## src/rtl/irq_ctrl_pkg.sv

```systemverilog
// Shared types, register map and helpers for the priority interrupt controller.
// Imported by the controller top and its testbench.
package irq_ctrl_pkg;

  localparam int MAX_SOURCES = 16;

  typedef enum logic [1:0] {
    IDLE    = 2'd0,
    ARB     = 2'd1,
    ASSERT  = 2'd2,
    SERVICE = 2'd3
  } irq_state_t;

  localparam logic [1:0] REG_MASK   = 2'd0;
  localparam logic [1:0] REG_BASE   = 2'd1;
  localparam logic [1:0] REG_PEND   = 2'd2;
  localparam logic [1:0] REG_INSERV = 2'd3;

  typedef struct packed {
    logic mask;
    logic base;
    logic pend;
  } cfg_wr_t;

  // Index width that stays legal for a single-source build.
  function automatic int idx_width(input int n);
    return (n > 1) ? $clog2(n) : 1;
  endfunction

  function automatic cfg_wr_t decode_write(input logic write, input logic [1:0] addr);
    cfg_wr_t w;
    w = '0;
    if (write) begin
      case (addr)
        REG_MASK: w.mask = 1'b1;
        REG_BASE: w.base = 1'b1;
        REG_PEND: w.pend = 1'b1;
        default:  ;
      endcase
    end
    return w;
  endfunction

  function automatic logic [15:0] vector_addr(input logic [15:0] base,
                                              input logic [15:0] id,
                                              input int          shift);
    return base + (id << shift);
  endfunction

endpackage

```

## src/rtl/irq_controller_if.sv

```systemverilog
// Peripheral/CPU-side bundle of the interrupt controller: request lines,
// configuration register port and the irq/ack/eoi handshake.
interface irq_controller_if #(
  parameter int NUM_SOURCES = 8
);

  logic [NUM_SOURCES-1:0] irq_lines;
  logic                   cfg_write;
  logic [1:0]             cfg_addr;
  logic [15:0]            cfg_wdata;
  logic [15:0]            cfg_rdata;
  logic                   irq;
  logic [15:0]            irq_vector;
  logic                   irq_ack;
  logic                   irq_eoi;

  modport master (
    output irq_lines, cfg_write, cfg_addr, cfg_wdata, irq_ack, irq_eoi,
    input  cfg_rdata, irq, irq_vector
  );

  modport slave (
    input  irq_lines, cfg_write, cfg_addr, cfg_wdata, irq_ack, irq_eoi,
    output cfg_rdata, irq, irq_vector
  );

endinterface

```

## src/rtl/irq_priority_encoder.sv

```systemverilog
// Combinational lowest-index-first priority encoder: index 0 wins.
module irq_priority_encoder #(
  parameter int WIDTH = 8,
  parameter int IDX_W = 3
) (
  input  logic [WIDTH-1:0] req_i,
  output logic             valid_o,
  output logic [IDX_W-1:0] index_o
);

  // Scan from the top so the lowest set index is written last.
  always_comb begin
    valid_o = 1'b0;
    index_o = '0;
    for (int i = WIDTH - 1; i >= 0; i--) begin
      if (req_i[i]) begin
        valid_o = 1'b1;
        index_o = IDX_W'(i);
      end
    end
  end

endmodule

```

## src/rtl/irq_controller.sv

```systemverilog
// Priority interrupt controller: sync + edge detect, pending/mask, vectored irq.
// Define IRQ_NESTING_EN to allow higher-priority requests to preempt a service.
module irq_controller
  import irq_ctrl_pkg::*;
#(
  parameter int          NUM_SOURCES     = 8,
  parameter logic [15:0] VECTOR_BASE_RST = 16'h0100,
  parameter int          VECTOR_SHIFT    = 2
) (
  input  logic            clock,
  input  logic            reset,
  irq_controller_if.slave bus
);

  localparam int IDX_W = idx_width(NUM_SOURCES);

  typedef logic [NUM_SOURCES-1:0] src_t;
  typedef logic [IDX_W-1:0]       idx_t;

  src_t        sync1_q, sync2_q, prev_q, rise;
  src_t        pending_q, pending_d;
  src_t        mask_q, mask_d;
  src_t        in_service_q, in_service_d;
  src_t        pend_clr, candidate, eoi_clr, wdata_src;
  logic [15:0] base_q, base_d;
  logic [15:0] irq_vector_q, irq_vector_d;
  logic [15:0] rdata;
  irq_state_t  state_q, state_d;
  idx_t        active_id_q, active_id_d;
  idx_t        win_idx;
  logic        win_valid;
  logic        preempt;
  cfg_wr_t     wr;
  logic        unused_wdata;

  // Two-flop synchroniser followed by a previous-value flop for edge detection.
  always_ff @(posedge clock) begin
    if (reset) begin
      sync1_q <= '0;
      sync2_q <= '0;
      prev_q  <= '0;
    end else begin
      sync1_q <= bus.irq_lines;
      sync2_q <= sync1_q;
      prev_q  <= sync2_q;
    end
  end

  assign rise         = sync2_q & ~prev_q;
  assign candidate    = pending_q & mask_q;
  assign wr           = decode_write(bus.cfg_write, bus.cfg_addr);
  assign wdata_src    = bus.cfg_wdata[NUM_SOURCES-1:0];
  assign unused_wdata = ^bus.cfg_wdata;

  irq_priority_encoder #(
    .WIDTH (NUM_SOURCES),
    .IDX_W (IDX_W)
  ) u_win_enc (
    .req_i   (candidate),
    .valid_o (win_valid),
    .index_o (win_idx)
  );

`ifdef IRQ_NESTING_EN
  logic serv_valid;
  idx_t serv_idx;

  irq_priority_encoder #(
    .WIDTH (NUM_SOURCES),
    .IDX_W (IDX_W)
  ) u_serv_enc (
    .req_i   (in_service_q),
    .valid_o (serv_valid),
    .index_o (serv_idx)
  );

  // eoi retires the highest-priority service; only a strictly higher winner preempts.
  assign eoi_clr = serv_valid ? (src_t'(1) << serv_idx) : '0;
  assign preempt = win_valid && serv_valid && (win_idx < serv_idx);
`else
  assign eoi_clr = in_service_q;
  assign preempt = 1'b0;
`endif

  always_comb begin
    // NOTE: every combinational output gets a default first so no path infers a latch.
    state_d      = state_q;
    active_id_d  = active_id_q;
    irq_vector_d = irq_vector_q;
    mask_d       = mask_q;
    base_d       = base_q;
    in_service_d = in_service_q;
    pend_clr     = '0;

    if (wr.mask) mask_d   = wdata_src;
    if (wr.base) base_d   = bus.cfg_wdata;
    if (wr.pend) pend_clr = wdata_src;

    case (state_q)
      IDLE: begin
        if (win_valid) state_d = ARB;
      end
      ARB: begin
        if (win_valid) begin
          active_id_d  = win_idx;
          irq_vector_d = vector_addr(base_q, 16'(win_idx), VECTOR_SHIFT);
          state_d      = ASSERT;
        end else begin
          state_d = (in_service_q != '0) ? SERVICE : IDLE;
        end
      end
      ASSERT: begin
        // The request is committed: only the ack withdraws it, never mask or W1C.
        if (bus.irq_ack) begin
          pend_clr     = pend_clr | (src_t'(1) << active_id_q);
          in_service_d = in_service_q | (src_t'(1) << active_id_q);
          state_d      = SERVICE;
        end
      end
      SERVICE: begin
        if (bus.irq_eoi) in_service_d = in_service_q & ~eoi_clr;
        if (in_service_d == '0) state_d = IDLE;
        else if (preempt)       state_d = ARB;
      end
      default: state_d = IDLE;
    endcase

    // A hardware edge in the same cycle as a clear keeps the bit pending.
    pending_d = (pending_q & ~pend_clr) | rise;
  end

  always_ff @(posedge clock) begin
    // NOTE: sequential state uses non-blocking assignments so all flops update together.
    if (reset) begin
      state_q      <= IDLE;
      pending_q    <= '0;
      mask_q       <= '0;
      in_service_q <= '0;
      base_q       <= VECTOR_BASE_RST;
      active_id_q  <= '0;
      irq_vector_q <= VECTOR_BASE_RST;
    end else begin
      state_q      <= state_d;
      pending_q    <= pending_d;
      mask_q       <= mask_d;
      in_service_q <= in_service_d;
      base_q       <= base_d;
      active_id_q  <= active_id_d;
      irq_vector_q <= irq_vector_d;
    end
  end

  always_comb begin
    rdata = '0;
    case (bus.cfg_addr)
      REG_MASK:   rdata = 16'(mask_q);
      REG_BASE:   rdata = base_q;
      REG_PEND:   rdata = 16'(pending_q);
      REG_INSERV: rdata = 16'(in_service_q);
      default:    rdata = '0;
    endcase
  end

  assign bus.cfg_rdata  = rdata;
  assign bus.irq        = (state_q == ASSERT);
  assign bus.irq_vector = irq_vector_q;

endmodule

```

## src/flat_wrapper.sv

```systemverilog
// flat-port wrapper written by rule: the top's interface ports become plain ports
module irq_controller_flat import irq_ctrl_pkg::*;
#(
  parameter int          NUM_SOURCES     = 8,
  parameter logic [15:0] VECTOR_BASE_RST = 16'h0100,
  parameter int          VECTOR_SHIFT    = 2
)
  (clock, reset, bus_irq_lines, bus_cfg_write, bus_cfg_addr, bus_cfg_wdata, bus_irq_ack, bus_irq_eoi, bus_cfg_rdata, bus_irq, bus_irq_vector);
  irq_controller_if #(.NUM_SOURCES(NUM_SOURCES)) bus_i ();
  input  logic clock;
  input  logic reset;
  input wire logic [$bits(bus_i.irq_lines)-1:0] bus_irq_lines;
  input wire logic [$bits(bus_i.cfg_write)-1:0] bus_cfg_write;
  input wire logic [$bits(bus_i.cfg_addr)-1:0] bus_cfg_addr;
  input wire logic [$bits(bus_i.cfg_wdata)-1:0] bus_cfg_wdata;
  input wire logic [$bits(bus_i.irq_ack)-1:0] bus_irq_ack;
  input wire logic [$bits(bus_i.irq_eoi)-1:0] bus_irq_eoi;
  output wire logic [$bits(bus_i.cfg_rdata)-1:0] bus_cfg_rdata;
  output wire logic [$bits(bus_i.irq)-1:0] bus_irq;
  output wire logic [$bits(bus_i.irq_vector)-1:0] bus_irq_vector;
  assign bus_i.irq_lines = bus_irq_lines;
  assign bus_i.cfg_write = bus_cfg_write;
  assign bus_i.cfg_addr = bus_cfg_addr;
  assign bus_i.cfg_wdata = bus_cfg_wdata;
  assign bus_i.irq_ack = bus_irq_ack;
  assign bus_i.irq_eoi = bus_irq_eoi;
  assign bus_cfg_rdata = bus_i.cfg_rdata;
  assign bus_irq = bus_i.irq;
  assign bus_irq_vector = bus_i.irq_vector;
  irq_controller #(.NUM_SOURCES(NUM_SOURCES), .VECTOR_BASE_RST(VECTOR_BASE_RST), .VECTOR_SHIFT(VECTOR_SHIFT)) u_core (.clock(clock), .reset(reset), .bus(bus_i));
endmodule
```

## config.mk

```make
export PLATFORM = sky130hd
export DESIGN_NAME = irq_controller_flat
export DESIGN_NICKNAME = d
export VERILOG_FILES = /design/src/rtl/irq_ctrl_pkg.sv /design/src/rtl/irq_controller_if.sv /design/src/rtl/irq_priority_encoder.sv /design/src/rtl/irq_controller.sv /design/src/flat_wrapper.sv
export SDC_FILE = /design/constraint.sdc
export NUM_CORES = 1
export LEC_CHECK = 0
export ABC_AREA = 1
export CAP_MARGIN = 40
export CELL_PAD_IN_SITES_DETAIL_PLACEMENT = 0
export CELL_PAD_IN_SITES_GLOBAL_PLACEMENT = 1
export CORE_MARGIN = 1.5
export CORE_UTILIZATION = 35
export DETAILED_ROUTE_END_ITERATION = 8
export PLACE_DENSITY = 0.74
export SLEW_MARGIN = 20
export SYNTH_ARGS = -nofsm -noshare
export SYNTH_HDL_FRONTEND = slang
export SYNTH_HIERARCHICAL = 1
export SYNTH_SLANG_ARGS = --single-unit
```

## constraint.sdc

```tcl
create_clock -name clock -period 2.1 [get_ports clock]
set_input_delay 0.21 -clock clock [delete_from_list [all_inputs] [get_ports clock]]
set_output_delay 0.21 -clock clock [all_outputs]
set_load 0.05 [all_outputs]
```

==> results by group, run 1 <==
Run status
  • Status: finished with violations
  • Failing checks: negative setup slack

GRT
  • Vias in the first global route: 3,593
  • GRT Overall Usage: 0.193
  • Gr ovfl total: 0
  • First-pass GRT wire length: 17,500 um
  • Initial antenna violation count: 0
  • Largest net degree at the start of global routing: 46

Route
  • Vias: 3,617
  • Drt pass-1 iters: 4
  • Drt wl/cell: 13.8 um
  • Number of DRC markers in iteration 0: 199
  • Vias per Instance: 4.77
  • Routed wire length: 10,400 um
  • Routed Antenna Nets: 0
  • Residual DRC count: 0

Place
  • Number of port buffers: 63
  • Placer Congestion: 0.861
  • Placed cell count: 739
  • DP Area: 0.00498 mm2
  • HPWL after DPL: 7760 um

Critical path
  • Delay-heaviest family, CP: adder cells
  • Startpoint types: flop
  • CP Capture Type: flop
  • Crit-path max cell delay: 380 ps
  • Most used cell, CP: nand2_1
  • CP Max Fanout: 3
  • Worst Path Arrival: 2380 ps
  • Buf/Inv on CP: 4
  • Critical path class: reg -> reg
  • Cell Chain, Critical Path: nand2_1, inv_1, inv_1, nand2_1, nand2_1, nand2_1, nand2_1, nand2_1, a21oi_2, ha_2, inv_2, fa_2, o21ai_2, nand2_1, o21ai_1, nand3_1, nand2_1, inv_1
  • Worst EP required: 2350 ps
  • CP max-delay cell: fa_2

Yosys
  • Unique masters post-synth: 34
  • Top cells by area, synth: dfxtp_1 (43%), nand2_1 (9.5%), nor2_1 (8.1%), inv_1 (6.7%), o21ai_2 (3.5%)
  • Complex-gate fraction of the synthesized area: 0.178
  • Largest family of logic cells by synthesized area: simple AND/OR/NAND/NOR gates
  • Syn nets: 570
  • Post-synthesis mux area share: 0
  • Synthesized area per cell: 7.42 um2
  • Ys Warns: 6
  • Top cell type by total area after synthesis: dfxtp_1
  • Sequential area share after synthesis: 0.429
  • Post-synth top area share: 0.429
  • Number of synthesized register bits: 85
  • Netlist Area Pre-Place: 0.00397 mm2
  • XOR/XNOR Fraction of Synth Area: 0.00441
  • Post-synthesis simple-gate area fraction: 0.265
  • Post-synthesis adder-cell area fraction: 0.0145
  • Mapped Cells: 535

Cells and area
  • Synth-to-Final Area Change: 35.0%
  • Layout fillers: 1,075
  • Layout cells sized above 1: 0.212
  • Nets: 648
  • Fin area: 0.00536 mm2
  • Ant diodes: 0
  • Layout Cells excl Fill: 758

Floorplan
  • I/O pins: 64
  • Std-Cell Rows: 38
  • Initial Utilization: 0.363
  • Die area: 0.0120 mm2
  • Die width: 110 um
  • Core Box Area: 0.0109 mm2
  • Die Span Y: 110 um

Timing
  • Final hold vios: 0
  • RSZ-0062 raised after global routing: yes
  • Final period utilization: 1.02
  • Max_slew headroom: 0.655
  • Final setup fails: 2
  • Tmin final: 2130 ps
  • Final worst setup slack: -34.6 ps
  • Slew Limit Fails: 0
  • Fin Setup TNS: -46.9 ps
  • Max Clock Skew: 7.82 ps
  • Worst-Margin Slew: 516 ps
  • Max Fclk: 0.468 GHz

Clock tree
  • CTS tree: built
  • Max Root-Sink Buffers: 2
  • Clk_lat worst skew: 340 ps
  • CTS Buf Count: 9
  • CTS Hold Bufs: 0
  • H-tree lvl count: 3
  • Num Clock Sinks: 85
  • Clock Tree Root: clkbuf_16
  • Worst-path clk slew: 70 ps

Job
  • Max-cap violations: 0

Hold path
  • Hold WC Path Type: in -> reg

Power
  • Pwr/cell area: 696 mW/mm2
  • Worst vdd ir: 440 uV
  • Leakage power: 0.00219 uW
layout by cell type (no fill, tap or decap), drive strengths merged, types with 2 or more instances in the layout:
master,n
clkdlybuf4s50,47
nand2,107
a31oi,7
nand4,11
o21ai,42
ha,3
clkbuf,9
xor2,2
inv,88
a21oi,37
nand3,25
o2111ai,8
o21a,6
dfxtp,85
o32ai,2
buf,37
nor2,94
flip-flops by register name (all words and copies together) (netlist names), named ones only:
name	cells
u_core/base_q	16
u_core/bus.irq_vector	16
u_core/eoi_clr	8
u_core/mask_q	8
u_core/pending_q	8
u_core/prev_q	8
u_core/sync1_q	8
u_core/sync2_q	8
u_core/active_id_q	3
u_core/state_q	1
cell families after synthesis:
logic type / count (synthesis)
buf+inv: 100
simple gates: 240
xor+xnor: 2
fa+ha+maj: 4
flops: 85
compound gates: 104
tightest hold or removal path, cell delays in order:
cell             delay (ps)
clkdlybuf4s50_1         390
inv_1                    50
nor2_1                   30
synthesized netlist by cell type:
master,instances
nand2_1,101
nor2_1,86
dfxtp_1,85
inv_1,71
nand3_1,24
a21oi_1,22
o21ai_2,16
a21oi_2,15
o21ai_1,15
inv_2,12
nand4_1,11
o21ai_0,11
o2111ai_1,8
a31oi_1,7
buf_6,6
o21a_1,6
buf_2,5
nand2_2,5
clkbuf_1,4
nor2_4,4
ha_1,3
nor2_2,3
buf_4,2
o32ai_1,2
xor2_1,2
fa_1,1
nand2_4,1
nand3_2,1
nor2_8,1
nor3_2,1
nor3b_1,1
o211ai_2,1
o21bai_1,1
or2_1,1
what timing repair did:
action,4_1_cts,5_1_grt
buffers inserted,3,1
pin swaps,0,5
gates resized for setup,7,13
endpoints found under the setup margin,4,12
report_power, final:
group	internal (uW)	leakage (uW)	switching, uW
clock network	833	0.000142	722
registers	1670	0.000695	39.4
logic	197	0.00136	268
total	2700	0.00219	1030
worst paths after layout:
| check | startpoint | slack, ps | to | cells past startpoint |
|---|---|---|---|---|
| setup / recovery | u_core/pending_q[6] | -30 | u_core/bus.irq_vector[10] | 18 |
| hold / removal | bus_irq_lines[4] | 370 | u_core/sync1_q[4] | 3 |
| setup reg to reg | u_core/pending_q[6] | -30 | u_core/bus.irq_vector[10] | 18 |
| hold reg to reg | u_core/sync1_q[3] | 400 | u_core/sync2_q[3] | 2 |
layout make-up:
| class | instances | area [um2] | share of cell area |
|---|---|---|---|
| Multi-Input combinational cell | 350 | 1900 | 0.355 |
| Sequential cell | 85 | 1710 | 0.319 |
| Timing Repair Buffer | 84 | 973 | 0.182 |
| Inverter | 83 | 312 | 0.0581 |
| Clock buffer | 9 | 225 | 0.0420 |
| Tap cell | 140 | 175 | 0.0327 |
| Clock inverter | 7 | 63.8 | 0.0119 |
per-stage QoR:
stage	utilization	total power, uW	hold WS [ps]	worst slack, ps
2_1_floorplan	-	2000	317	28.7
5_1_grt	0.490	3890	388	-204
3_5_place_dp	0.455	2210	397	-88.1
3_3_place_gp	0.455	2200	391	-21.3
4_1_cts	0.485	3770	363	-28.9
6_report	0.490	3730	373	-34.6
per-layer routing:
layer | track usage | share of wire
met1 | 0.245 | 0.46
met2 | 0.314 | 0.48
met3 | 0.0427 | 0.038
met4 | 0.0798 | 0.020
met5 | 0 | 0
Power figures use the tool's default switching activity.
==> inputs of run 2 (changes only) <==
--- a/config.mk
+++ b/config.mk
@@ -11,7 +11,9 @@
 export CELL_PAD_IN_SITES_GLOBAL_PLACEMENT = 1
 export CORE_MARGIN = 1.5
 export CORE_UTILIZATION = 35
+export CTS_BUF_LIST = sky130_fd_sc_hd__clkbuf_16
 export DETAILED_ROUTE_END_ITERATION = 8
+export MAX_ROUTING_LAYER = met4
 export PLACE_DENSITY = 0.74
 export SLEW_MARGIN = 20
 export SYNTH_ARGS = -nofsm -noshare
==> results by group, run 2 (synthesis gave the netlist of run 1 again) <==
Run status
  • Status: finished with violations
  • Failing checks: negative setup slack

Route
  • Vias per Instance: 4.79
  • Vias: 3,642
  • Drt wl/cell: 13.9 um
  • Residual DRC count: 0
  • Routed wire length: 10,500 um
  • Routed Antenna Nets: 0
  • Drt pass-1 iters: 5
  • Number of DRC markers in iteration 0: 179

Critical path
  • CP Max Fanout: 3
  • Crit-path max cell delay: 380 ps
  • R2r setup slk: -40 ps
  • Most used cell, CP: nand2_1
  • Delay-heaviest family, CP: adder cells
  • R2r startpoint: u_core/pending_q[6]
  • Cell Chain, Critical Path: nand2_1, inv_1, inv_1, nand2_1, nand2_1, nand2_1, nand2_1, nand2_1, a21oi_2, ha_2, inv_2, fa_2, o21ai_2, nand2_1, o21ai_1, nand3_1, nand2_1, inv_1
  • CP max-delay cell: fa_2
  • Startpoint types: flop
  • Critical path origin: u_core/pending_q[6]
  • Critical path class: reg -> reg
  • CP Capture Type: flop
  • Worst Path Arrival: 2390 ps
  • Buf/Inv on CP: 4
  • Worst EP required: 2350 ps

Timing
  • Max_slew headroom: 0.655
  • Slew Limit Fails: 0
  • Max Fclk: 0.467 GHz
  • Tmin final: 2140 ps
  • Final hold slack: 372 ps
  • Max Clock Skew: 7.19 ps
  • Final worst setup slack: -40.0 ps
  • Worst-Margin Slew: 516 ps
  • Final setup fails: 2
  • Final hold vios: 0
  • RSZ-0062 raised after global routing: yes
  • Final period utilization: 1.02

Clock tree
  • Clk_lat worst skew: 340 ps
  • Max Root-Sink Buffers: 2
  • Clock Tree Root: clkbuf_16
  • Num Clock Sinks: 85
  • Worst-path clk slew: 70 ps
  • CTS Buf Count: 9
  • CTS tree: built
  • H-tree lvl count: 3

Cells and area
  • Nets: 650
  • Layout cells sized above 1: 0.221
  • Most frequent cells in the layout: nand2_1 (98), nor2_1 (85), dfxtp_1 (80), inv_1 (68), clkdlybuf4s50_1 (47)
  • Commonest non-fill, non-tap cell in the layout: nand2_1
  • Synth-to-Final Area Change: 35.8%
  • Layout Cells excl Fill: 760
  • Ant diodes: 0

Floorplan
  • Core Box Area: 0.0109 mm2
  • I/O pins: 64
  • Die Span Y: 110 um
  • Std-Cell Rows: 38
  • Die area: 0.0120 mm2
  • Die width: 110 um
  • Initial Utilization: 0.363

Hold path
  • Min-delay src: bus_irq_lines[4]
  • Hold WC Path Type: in -> reg

GRT
  • GRT Overall Usage: 0.198
  • Gr ovfl total: 0
  • Initial antenna violation count: 0
  • First-pass GRT wire length: 17,500 um
  • Largest net degree at the start of global routing: 46
  • Vias in the first global route: 3,589

Power
  • Leakage power: 0.00220 uW
  • Worst vdd ir: 441 uV
  • Pwr/cell area: 693 mW/mm2

Place
  • Placed cell count: 739
  • Placer Congestion: 0.875
  • Number of port buffers: 63
  • HPWL after DPL: 7760 um

Job
  • Max-cap violations: 0
==> run 2: layout make-up <==
class / instances / area, um2
Multi-Input combinational cell: 350 / 1920
Inverter: 83 / 312
Tap cell: 140 / 175
Fill cell: 1070 / 5540
Clock buffer: 9 / 225
Sequential cell: 85 / 1710
Timing Repair Buffer: 86 / 992
Clock inverter: 7 / 63.8
==> run 2: repair_timing <==
action                                  in CTS  in global routing
pin swaps                                    0                 13
gates cloned                                 0                  0
buffers inserted                             3                  3
hold buffers                                 0                  0
gates resized for setup                      7                 18
endpoints found under the setup margin       4                 12
==> run 2: metal layers <==
metal | track usage | wire length, um | vias up
met5 | - | 0 | -
met1 | 0.244 | 4910 | 1667
li1 | - | - | 1877
met2 | 0.315 | 4980 | 80
met3 | 0.0415 | 400 | 18
met4 | 0.0798 | 235 | 0
==> run 2: worst paths after layout <==
check,end,cells past startpoint
hold / removal,u_core/sync1_q[4],3
setup reg to reg,u_core/bus.irq_vector[10],18
setup / recovery,u_core/bus.irq_vector[10],18
hold reg to reg,u_core/sync2_q[3],2
==> run 2: worst register-to-register path, cell delays in order, from the launching register on <==
cell and delay [ps]:
dfxtp_2 320, nand2_1 50, inv_1 40, inv_1 40
nand2_1 50, nand2_1 60, nand2_1 50, nand2_1 50
nand2_1 60, a21oi_2 150, ha_2 200, inv_2 40
fa_2 380, o21ai_2 160, nand2_1 90, o21ai_1 120
nand3_1 70, nand2_1 80, inv_1 30
==> run 2: metrics by stage <==
stage	setup slack [ps]	power (uW)	utilization	TNS, ps	instance area (um2)
after global placement	-21.3	2200	0.455	-21.3	4980
after floorplan	28.7	2000	-	0	3980
final	-40.0	3740	0.493	-47.0	5390
after CTS	-28.9	3770	0.485	-30.0	5310
after global routing	-204	3900	0.493	-757	5390
after detailed placement	-88.1	2210	0.455	-231	4980
==> run 2: power breakdown <==
| group | switching (uW) | internal, uW | total (uW) |
|---|---|---|---|
| clock network | 723 | 833 | 1560 |
| registers | 39.8 | 1670 | 1710 |
| logic | 270 | 201 | 472 |
==> RTL edit 1, RTL diff (flow settings as in run 2) <==
Build with the macro `IRQ_NESTING_EN` defined.
--- a/src/rtl/irq_controller.sv
+++ b/src/rtl/irq_controller.sv
@@ -1,5 +1,7 @@
 // Priority interrupt controller: sync + edge detect, pending/mask, vectored irq.
 // Define IRQ_NESTING_EN to allow higher-priority requests to preempt a service.
+`define IRQ_NESTING_EN
+
 module irq_controller
   import irq_ctrl_pkg::*;
 #(
Formal check against the unedited RTL: not equivalent (Yosys sat finds a counterexample within 10 cycles, from zero or initial values and one cycle with reset high).
==> RTL edit 1 against run 2 <==
  * The flow still finishes with violations (negative setup slack)
  * Sequential cell count did not move
  * Setup slack worse by 150 ps
  * Cell area up 8.2%
  * Critical path depth shrank 1
  * Area after synthesis increased by 3.6%
  * Wire length up 16%
  * Power is 11% higher
  * Clock power rose by 12%
  * Largest cell class unchanged
==> RTL edit 1: results (changes against run 2) <==
placed_design:
  gp_congestion: 0.874  # about the same
  placed_area_um2: 5310  # +6.6%
  dp_slack_ps: -150  # -61.4 ps
  dpl.cell_count: 826  # +12%
  hpwlAfterDp_um: 8850  # +14%
global_routing:
  grt_pass1_wl_um: 19800  # +13%
  globalRouteMet1Util_pct: 28.7  # +4.3 points
  track_usage_pct: 20.6  # +0.82 points
  grt_pass1_vias: 3902  # +8.7%
  use_met2_pct: 30.8  # -0.74 points
  met3_usage_pct: 3.81  # -0.34 points
  antenna_found_initial: 0  # unchanged
  grt_max_degree: 51  # +11%
cts:
  cts_buffers: 9  # unchanged
  clockRootBuffer: "clkbuf_16"
  h-tree-depth: 3  # unchanged
  clock_latency_ps: 340  # about the same
hold_path:
  hp-class: "input port to flip-flop"
  hold_depth: 3  # unchanged
  hold_start: "bus_irq_lines[4]"
  hold_end: "u_core/sync1_q[4]"
status:
  violations: "negative setup slack"
  status: "complete, but fails checks"
routing:
  via_per_inst: 4.79  # about the same
  wl_met2_um: 5550  # +11%
  route.met3.wl_um: 530  # +33%
  highest_layer: "met4"
  wl_per_cell_um: 14.4  # +4.0%
  drt-met1-wl_um: 6030  # +23%
  first_iter_violations: 194  # +8.4%
  first_pass_iters: 4  # -1
yosys:
  syn-num-nets: 635  # +11%
  synthTopCellsByCount: "127 x nand2_1, 102 x inv_1, 89 x nor2_1"
  avgSynthCellArea_um2: 6.88  # -7.3%
  ys_seq_area_share_pct: 41.4  # -1.5 points
  synth.distinct_cells: 32  # -5.9%
  synth_area_leaders: "dfxtp_1 41%, nand2_1 12%, inv_1 9.3%"
layout:
  post_route_cells_drive_above_1_share_pct: 18.5  # -3.6 points
  nets: 735  # +13%
  fill_cells: 1164  # +8.8%
  final_cells: 846  # +11%
critical_path:
  r2r-end: "u_core/bus.irq_vector[12]"
  path_max_fanout: 5  # +2
  worstRegToRegCells: 17  # -1
  worst_path_largest_cell_delay_ps: 360  # -20 ps
  worstPathArrival_ps: 2500  # +110 ps
power_and_ir_drop:
  max-vdd-ir-drop_uv: 412  # -6.6%
  cellLeakagePower_nw: 2.57  # +17%
  power_mw: 4.16  # +11%
  netSwitchingPower_mw: 1.15  # +11%
  clk-power_mw: 1.75  # +12%
timing:
  final.setup_skew_ps: 8.06  # +0.862 ps
  whs_ps: 372  # +0.0710 ps
  tightest_slew_ps: 598  # +81.4 ps
  finalSetupTns_ps: -898  # -851 ps
  setup_ws_ps: -194  # -154 ps
  setup-violations-final: 9  # +7
-- RTL edit 1: changes by cell type in the layout (fill, tap and decap cells not counted), sizes merged, moves of 4 or more --
cell    change
xor2        +4
o21ai      +10
nand3      -10
o21bai      +4
a21oi       -7
o21a        -4
o211ai      +4
nor3       +15
nand2      +21
buf        +18
inv        +21
-- RTL edit 1: final cells by class --
| class | count | area, um2 | share of cell area, % |
|---|---|---|---|
| Multi-Input combinational cell | 392 | 2090 | 35.9 |
| Sequential cell | 85 | 1710 | 29.3 |
| Timing Repair Buffer | 104 | 1120 | 19.2 |
| Inverter | 106 | 403 | 6.91 |
| Clock buffer | 9 | 225 | 3.86 |
| Tap cell | 143 | 179 | 3.07 |
| Clock inverter | 7 | 105 | 1.80 |
-- RTL edit 1: timing repair --
item,CTS,global route
gates cloned,0,1
resized for setup,14,31
pin swaps,2,15
endpoints found under the setup margin,12,19
buffers inserted,2,2
-- RTL edit 1: worst max-delay path by stage --
stage	startpoint	slack (ps)	to	cells after the start
detailed placement	u_core/pending_q[7]	-150	u_core/bus.irq_vector[12]	12
floorplan	u_core/pending_q[5]	-9	u_core/bus.irq_vector[12]	16
global route	u_core/pending_q[6]	-300	u_core/bus.irq_vector[10]	17
finish	u_core/pending_q[6]	-190	u_core/bus.irq_vector[12]	17
CTS	u_core/pending_q[6]	-80	u_core/bus.irq_vector[12]	17
global placement	u_core/pending_q[7]	-100	u_core/bus.irq_vector[7]	15
-- RTL edit 1: cell families (layout without fill, tap and decap cells) --
logic type / count (synthesis) / after routing / synth area share, %
AO/OA/AOI/OAI: 112 / 112 / 15.7
XOR/XNOR: 6 / 6 / 1.28
adder cells (fa/ha/maj): 6 / 6 / 2.01
buffers and inverters: 122 / 226 / 12.0
flip-flops: 85 / 85 / 41.4
AND/OR/NAND/NOR: 267 / 268 / 27.7
==> RTL edit 2, RTL diff (settings of run 2) <==
Made on the original files. Re-encode `irq_state_t` (4 states) as one-hot, 4 bits wide.
--- a/src/rtl/irq_ctrl_pkg.sv
+++ b/src/rtl/irq_ctrl_pkg.sv
@@ -4,11 +4,11 @@
 
   localparam int MAX_SOURCES = 16;
 
-  typedef enum logic [1:0] {
-    IDLE    = 2'd0,
-    ARB     = 2'd1,
-    ASSERT  = 2'd2,
-    SERVICE = 2'd3
+  typedef enum logic [3:0] {
+    IDLE    = 4'b0001,
+    ARB     = 4'b0010,
+    ASSERT  = 4'b0100,
+    SERVICE = 4'b1000
   } irq_state_t;
 
   localparam logic [1:0] REG_MASK   = 2'd0;
Formal check against the unedited RTL: same outputs for any inputs over 4 cycles, from zero or initial values and one cycle with reset high; so few cycles prove little.
==> RTL edit 2 against run 2 <==
  * The run still ends with negative setup slack left
  * Global-route usage up 0.50 points
  * Core utilization up 1.2 points
  * Die area down 2.4%
  * Sequential cell count up 2
  * Cell area up 1.2%
  * Setup slack worse by 6.2 ps
  * Area after synthesis down 2.4%
  * Wire length up 4.5%
  * Power up 6.3%
  * Largest cell class unchanged
==> RTL edit 2: results (changes against run 2) <==
layout:
  final_cells: 791  # +4.1%
  n_all_buffers: 99  # +15%
  fill_cells: 1072  # +0.19%
  post_route_cells_drive_above_1_share_pct: 18.1  # -4.0 points
  multiInputGateArea_um2: 1790  # -6.7%
  n_all_inverters: 96  # +16%
  nets: 681  # +4.8%
  seq_area_um2: 1750  # +2.3%
  multi_input_gates: 353  # +0.86%
routing:
  first_iter_violations: 188  # +5.0%
  drt-total-wl_um: 11000  # +4.5%
  drt-met1-wl_um: 5300  # +7.9%
  wl_met2_um: 4960  # -0.44%
  via_per_inst: 4.72  # -1.4%
  first_pass_iters: 4  # -1
  route.met3.wl_um: 546  # +37%
critical_path:
  cp_slowest_cell: "dfxtp_2"
  worst_path_largest_cell_delay_ps: 340  # -40 ps
  worstRegToRegCells: 19  # +1
  r2r_start: "u_core/pending_q[7]"
  path_delay_family: "simple AND/OR/NAND/NOR gates"
placed_design:
  dpl.cell_count: 770  # +4.2%
  hpwlAfterDp_um: 8010  # +3.2%
  dp_slack_ps: -136  # -47.7 ps
  gp_congestion: 0.835  # -4.6%
global_routing:
  grt_pass1_wl_um: 17400  # -0.43%
  met3_usage_pct: 3.19  # -0.95 points
  track_usage_pct: 20.3  # +0.50 points
  grt_max_degree: 56  # +22%
  use_met2_pct: 30.2  # -1.3 points
  grt_pass1_vias: 3489  # -2.8%
timing:
  setup_ws_ps: -46.3  # -6.24 ps
  finalSetupTns_ps: -174  # -127 ps
  whs_ps: 375  # +2.84 ps
  final.setup_skew_ps: 11.6  # +4.36 ps
  setup-violations-final: 5  # +3
  relSlewSlack_pct: 66.3  # +0.86 points
power_and_ir_drop:
  p_seq_share_pct: 44.8  # -1.0 points
  clockPowerShare_pct: 40.4  # -1.2 points
  cellLeakagePower_nw: 2.40  # +8.8%
  max-vdd-ir-drop_uv: 331  # -25%
yosys:
  syn-num-nets: 585  # +2.6%
  synth_xor_xnor_area_share_pct: 0.452  # +0.011 points
  ys_seq_area_share_pct: 45.0  # +2.1 points
  synth.distinct_cells: 31  # -8.8%
  synthTopCellsByCount: "130 x nand2_1, 92 x inv_1, 87 x dfxtp_1"
  synth_area_leaders: "dfxtp_1 45%, nand2_1 13%, inv_1 8.9%"
  netlist_instances: 550  # +2.8%
  synth_fa_ha_area_share_pct: 1.49  # +0.036 points
status:
  violations: "negative setup slack"
  status: "complete, but fails checks"
cts:
  post-cts-setup-buffers: 2  # -1
  post_cts_resized: 13  # +6
floorplanning:
  core-area_um2: 10800  # -1.3%
hold_path:
  hold_start: "bus_irq_lines[2]"
RTL edit 2: cell count changes after synthesis, sizes merged, moves of 3 or more:
cell / change
a21oi: -6
a31oi: -5
inv: +13
nand2: +27
nor2: -21
nor3: +9
o21ai: -3
RTL edit 2: kinds of logic after synthesis:
group	after synthesis
simple gates	258
buf+inv	110
compound gates	89
flops	87
fa+ha+maj	4
xor+xnor	2
RTL edit 2: how the worst max path moves through the flow:
stage,cells after the start,start,to
floorplan,19,u_core/pending_q[5],u_core/bus.irq_vector[12]
global placement,20,u_core/pending_q[6],u_core/bus.irq_vector[10]
detailed placement,19,u_core/pending_q[5],u_core/bus.irq_vector[12]
CTS,20,u_core/pending_q[6],u_core/bus.irq_vector[10]
global route,20,u_core/pending_q[6],u_core/bus.irq_vector[12]
finish,19,u_core/pending_q[7],u_core/bus.irq_vector[12]
RTL edit 2: tightest hold or removal path, delay by kind of cell:
kind | cells | cell delay [ps]
AND/OR/NAND/NOR | 1 | 30
buffers and inverters | 2 | 440
